[config.mk]
export PLATFORM = sky130hd
export DESIGN_NAME = exec_sequencer
export DESIGN_NICKNAME = d
export VERILOG_FILES = /design/src/rtl/exec_sequencer.sv
export SDC_FILE = /design/constraint.sdc
export NUM_CORES = 1
export LEC_CHECK = 0
export CORE_UTILIZATION = 40
export DETAILED_ROUTE_END_ITERATION = 10
export DONT_BUFFER_PORTS = 1
export GPL_ROUTABILITY_DRIVEN = 1
export PLACE_DENSITY = 0.56
export SLEW_MARGIN = 20
export SYNTH_ARGS = -nofsm -noshare
export SYNTH_HDL_FRONTEND = slang
export SYNTH_SLANG_ARGS = --single-unit
[constraint.sdc]
create_clock -name clk -period 1.7 [get_ports clk]
set_input_delay 0.425 -clock clk [delete_from_list [all_inputs] [get_ports clk]]
set_output_delay 0.425 -clock clk [all_outputs]
set_load 0.01 [all_outputs]
[src/rtl/exec_sequencer.sv]
// rtl/exec_sequencer.sv - multi-cycle execution controller for the pico-MIPS core
//
// Passes single-cycle instructions straight through. Stalls the PC and gates
// register writes while a MULT runs, while STIN waits for input data, and
// while LOUT waits for the sink.
// Optional feature macro: IO_TIMEOUT_EN bounds IN/OUT waits to IO_TIMEOUT cycles.
//
// Ports:
//   clk, reset          clock and synchronous active-high reset
//   dec_reg_write       decoder register write request
//   dec_pc_rel_branch   decoder relative branch (already ZF-qualified)
//   dec_mult            MULT opcode
//   dec_read_in         STIN opcode
//   dec_write_out       LOUT opcode
//   in_valid            external input data valid
//   out_ready           external sink ready
//   pc_en               PC advances this cycle
//   branch_en           PC takes the relative branch (only with pc_en)
//   reg_we              register file write enable
//   mult_start          one-cycle multiplier start pulse
//   in_ack              input data consumed this cycle
//   out_valid           output data valid towards the sink
//   busy                controller is not in EXEC
//   timeout             one-cycle pulse when an IO wait is aborted

module exec_sequencer #(
  parameter int MULT_CYCLES = 8,
  parameter int IO_TIMEOUT  = 255
) (
  input  logic clk,
  input  logic reset,
  input  logic dec_reg_write,
  input  logic dec_pc_rel_branch,
  input  logic dec_mult,
  input  logic dec_read_in,
  input  logic dec_write_out,
  input  logic in_valid,
  input  logic out_ready,
  output logic pc_en,
  output logic branch_en,
  output logic reg_we,
  output logic mult_start,
  output logic in_ack,
  output logic out_valid,
  output logic busy,
  output logic timeout
);

  if (MULT_CYCLES < 1 || MULT_CYCLES > 255) begin : g_bad_mult_cycles
    $error("exec_sequencer: MULT_CYCLES out of range 1..255");
  end
  if (IO_TIMEOUT < 1) begin : g_bad_io_timeout
    $error("exec_sequencer: IO_TIMEOUT must be at least 1");
  end

  typedef enum logic [1:0] {
    EXEC      = 2'd0,
    MULT_WAIT = 2'd1,
    IN_WAIT   = 2'd2,
    OUT_WAIT  = 2'd3
  } state_t;

  localparam int CW = $clog2(MULT_CYCLES + 1);
  // The decode cycle counts as the first multiplier cycle, so load one less.
  localparam logic [CW-1:0] MULT_LOAD = CW'(MULT_CYCLES - 1);

  state_t        state;
  logic [CW-1:0] mult_cnt;
  logic          io_expired;

`ifdef IO_TIMEOUT_EN
  localparam int TW = $clog2(IO_TIMEOUT + 1);
  // io_cnt holds the number of completed wait cycles, so the IO_TIMEOUT-th
  // wait cycle is the one where it equals IO_TIMEOUT-1.
  localparam logic [TW-1:0] IO_LAST = TW'(IO_TIMEOUT - 1);

  logic [TW-1:0] io_cnt;

  assign io_expired = (io_cnt == IO_LAST);

  always_ff @(posedge clk) begin
    if (reset) begin
      io_cnt <= '0;
    end else if (state == IN_WAIT || state == OUT_WAIT) begin
      io_cnt <= io_cnt + 1'b1;
    end else begin
      // Held at zero in EXEC/MULT_WAIT so every wait starts from a clean count.
      io_cnt <= '0;
    end
  end
`else
  assign io_expired = 1'b0;
`endif

  always_ff @(posedge clk) begin
    if (reset) begin
      state    <= EXEC;
      mult_cnt <= '0;
    end else begin
      case (state)
        EXEC: begin
          if (dec_mult) begin
            mult_cnt <= MULT_LOAD;
            state    <= MULT_WAIT;
          end else if (dec_read_in) begin
            if (!in_valid) state <= IN_WAIT;
          end else if (dec_write_out) begin
            if (!out_ready) state <= OUT_WAIT;
          end
        end
        MULT_WAIT: begin
          if (mult_cnt == '0) state <= EXEC;
          else                mult_cnt <= mult_cnt - 1'b1;
        end
        IN_WAIT: begin
          if (in_valid || io_expired) state <= EXEC;
        end
        OUT_WAIT: begin
          if (out_ready || io_expired) state <= EXEC;
        end
        default: state <= EXEC;
      endcase
    end
  end

  // Mealy outputs; reset overrides everything so nothing leaks during reset.
  always_comb begin
    pc_en      = 1'b0;
    branch_en  = 1'b0;
    reg_we     = 1'b0;
    mult_start = 1'b0;
    in_ack     = 1'b0;
    out_valid  = 1'b0;
    busy       = 1'b0;
    timeout    = 1'b0;
    if (!reset) begin
      case (state)
        EXEC: begin
          if (dec_mult) begin
            mult_start = 1'b1;
          end else if (dec_read_in) begin
            if (in_valid) begin
              in_ack = 1'b1;
              reg_we = 1'b1;
              pc_en  = 1'b1;
            end
          end else if (dec_write_out) begin
            out_valid = 1'b1;
            pc_en     = out_ready;
          end else begin
            pc_en     = 1'b1;
            reg_we    = dec_reg_write;
            branch_en = dec_pc_rel_branch;
          end
        end
        MULT_WAIT: begin
          busy = 1'b1;
          if (mult_cnt == '0) begin
            reg_we = 1'b1;
            pc_en  = 1'b1;
          end
        end
        IN_WAIT: begin
          busy = 1'b1;
          if (in_valid) begin
            in_ack = 1'b1;
            reg_we = 1'b1;
            pc_en  = 1'b1;
          end else if (io_expired) begin
            timeout = 1'b1;
            pc_en   = 1'b1;
          end
        end
        OUT_WAIT: begin
          busy = 1'b1;
          // A handshake on the limit cycle wins over the timeout.
          if (out_ready) begin
            out_valid = 1'b1;
            pc_en     = 1'b1;
          end else if (io_expired) begin
            timeout = 1'b1;
            pc_en   = 1'b1;
          end else begin
            out_valid = 1'b1;
          end
        end
        default: busy = 1'b1;
      endcase
    end
  end

endmodule

==> metrics.md <==
| Metric | Value |
|---|---|
| Power density cells | `1784 nW/um2` |
| #FFs+latches synth | `6` |
| Cells on worst reg2reg path | `7` |
| Initial antenna violation count | `0` |
| Largest cells by area after synthesis | `dfxtp_1 21%, ha_1 17%, nand2b_1 7.5%` |
| DP Wirelength | `about 1.1 mm` |
| Most common cell in the netlist | `nor2_1` |
| P_leak | `around 0.36 nW` |
| Clock transition at path regs | `about 0.05 ns` |
| Area grow syn2layout | `53.43%` |
| Crit path max fanout | `3` |
| Worst hold stages | `1` |
| Final setup fails | `4` |
| Post-synth top area cell | `dfxtp_1` |
| Vert. Die Dim | `~40 um` |
| Detail Route Antenna Nets | `0` |
| Routed length per placed instance | `between 15 and 20 um` |
| Width of the die | `40.18 um` |
| 1st-pass router iterations | `4` |
| Synth Instances | `71` |
| Port bufs | `0` |
| Fmax | `about 530 MHz` |
| TritonCTS clock tree | `yes` |
| Fill count | `110` |
| Number of synthesized flops with an enable pin | `0` |
| Via count | `between 500 and 600` |
| Syn nets | `88` |
| Share of flip-flops with an asynchronous set or reset | `0` |
| Clk buf depth | `2` |
| Status | `finished with violations` |
| Drc violations | `0` |
| VDD IR max | `roughly 1200 uV` |
| Synthesized cell area | `a little under 600 um2` |
| Final worst slack | `-0.1847 ns` |
| Boundary pin count | `17` |
| Final Cycle Share | `1.109` |
| First-pass GRT wire length | `around 2.2 mm` |
| Count of final hold-check violations | `0` |
| Routed vias/inst | `5.340` |
| Pin count of the biggest net entering global routing | `16` |
| Die area | `around 1600 um2` |
| Gpl congestion | `roughly 0.76` |
| N_diodes | `0` |
| CTS sink cnt | `6` |
| Hold_buf cts | `0` |
| Synth top cells by count | `10 x nor2_1, 8 x ha_1, 7 x nand2b_1, 6 x dfxtp_1, 5 x inv_1` |
| Overall Global Routing Usage | `0.2099` |
| Yosys Warn Count | `0` |
| Drt total wl | `approximately 1.6 mm` |
| Crit start category | `flip-flop` |
| Worst min-delay path class | `in2reg` |
| Cell Rows | `13` |
| CP Capture Type | `output port` |
| Core area | `around 1300 um2` |
| Slew Limit Fails | `0` |
| Failing checks | `setup timing` |
| Max H-tree Level | `1` |
| Critical path class | `reg2out` |
| Final design utilization | `0.6707` |
| RSZ-0062 raised after global routing | `yes` |
| Skew final | `~0.0094 ns` |
| Grt ovf | `0` |
| Vias in the first global route | `502` |
| Maxcap violations | `0` |
| DP Worst Slack | `-0.01593 ns` |
| Syn Area/Cell | `slightly above 8 um2` |
| Initial Utilization | `0.4371` |
| Worst path arrival time | `around 1.5 ns` |
| Final min period | `~1.9 ns` |
| Layout cell share with drive strength beyond 1 | `0.5682` |
| TritonCTS buffer count | `3` |
| Register area share after synthesis | `0.2060` |
| Clock Latency Late Sink | `0.25 ns` |
| Worst EP required | `between 1 and 1.5 ns` |
| Top_reg_cell synth | `dfxtp_1` |
| Post-synth top area share | `0.2060` |
| Nets | `between 100 and 150` |
| Count of different cell masters after synthesis | `28` |
| Root Driver | `clkbuf_4` |
| DRT iter0 DRCs | `12` |
-- where the power goes --
part	internal, mW	switching, mW	total, mW
registers	0.222	0.0712	0.293
clock network	0.0802	0.0568	0.137
logic	0.622	0.544	1.17
-- cell type report --
class | instances | area [um2] | share of cell area
inverter | 5 | 23.77 | 0.02657
multi-input combinational | 58 | 579.3 | 0.6476
tap | 15 | 18.77 | 0.02098
timing repair buffer | 16 | 123.9 | 0.1385
clock buffer | 3 | 22.52 | 0.02517
sequential | 6 | 126.4 | 0.1413
-- final timing paths --
path	from	to	slack [ns]
max	state[0]	out_valid	-0.18
min	reset	mult_cnt[1]	0.23
max reg2reg	mult_cnt[0]	mult_cnt[3]	0.17
min reg2reg	mult_cnt[1]	mult_cnt[1]	0.51
-- stage by stage --
| stage | power, mW | instances | area [um2] | hold slack (ns) | TNS (ns) |
|---|---|---|---|---|---|
| 5_1_grt | 1.695 | 103 | 894.6 | 0.2220 | -0.8050 |
| 2_1_floorplan | 0.8335 | 71 | 606.8 | 0.4532 | 0 |
| 4_1_cts | 1.460 | 101 | 832.0 | 0.2354 | -0.5197 |
| 3_5_place_dp | 1.104 | 95 | 696.9 | 0.4976 | -0.01593 |
| 6_report | 1.596 | 103 | 894.6 | 0.2315 | -0.5682 |
| 3_3_place_gp | 1.091 | 95 | 696.9 | 0.4978 | 0 |
-- repair_timing --
item / in CTS / in global routing
endpoints found under the setup margin: 5 / 6
pin swaps: 6 / 7
buffers inserted: 3 / 2
gates resized for setup: 23 / 12
-- worst max-delay path, cell delays in order, from the launching register on --
cell and delay, ns:
dfxtp_4 0.36, inv_4 0.07, ha_4 0.15, nand2b_4 0.06
buf_6 0.12, nor2_4 0.10, a21oi_2 0.06, nor3_2 0.16
buf_4 0.14
-- registers in the layout, indices dropped and copies added, names as in the netlist --
name and count:
mult_cnt 4, state 2
-- layer usage --
layer | vias up | global-route usage | part of all wire
met4 | 0 | 0.05000 | 0.023
met5 | - | 0 | 0
li1 | 283 | - | -
met1 | 247 | 0.2800 | 0.46
met2 | 16 | 0.3266 | 0.46
met3 | 4 | 0.06667 | 0.053
-- cell usage in the layout, fill, tap and decap left out, types with 3 or more instances in the layout --
master | synthesis | layout
clkbuf_4 | 0 | 3
a21oi_1 | 4 | 3
mux2i_1 | 3 | 3
dfxtp_1 | 6 | 3
buf_4 | 1 | 15
ha_4 | 0 | 4
ha_1 | 8 | 3
nor2_1 | 10 | 7
nor3_2 | 2 | 4
nand2b_1 | 7 | 6
-- cells by family (layout without fill, tap and decap cells) --
family | count (synthesis) | count (layout) | share of synthesized area
and+or+nand+nor | 32 | 32 | 0.3412
AOI/OAI and AO/OA | 13 | 13 | 0.1567
adders and majority gates | 8 | 8 | 0.1717
buffers and inverters | 7 | 24 | 0.05150
DFF | 6 | 6 | 0.2060
muxes | 3 | 3 | 0.05150
other | 1 | 1 | 0.006432
xor gates and xnor gates | 1 | 1 | 0.01502
Note: power is estimated with default switching activity, not from simulation.
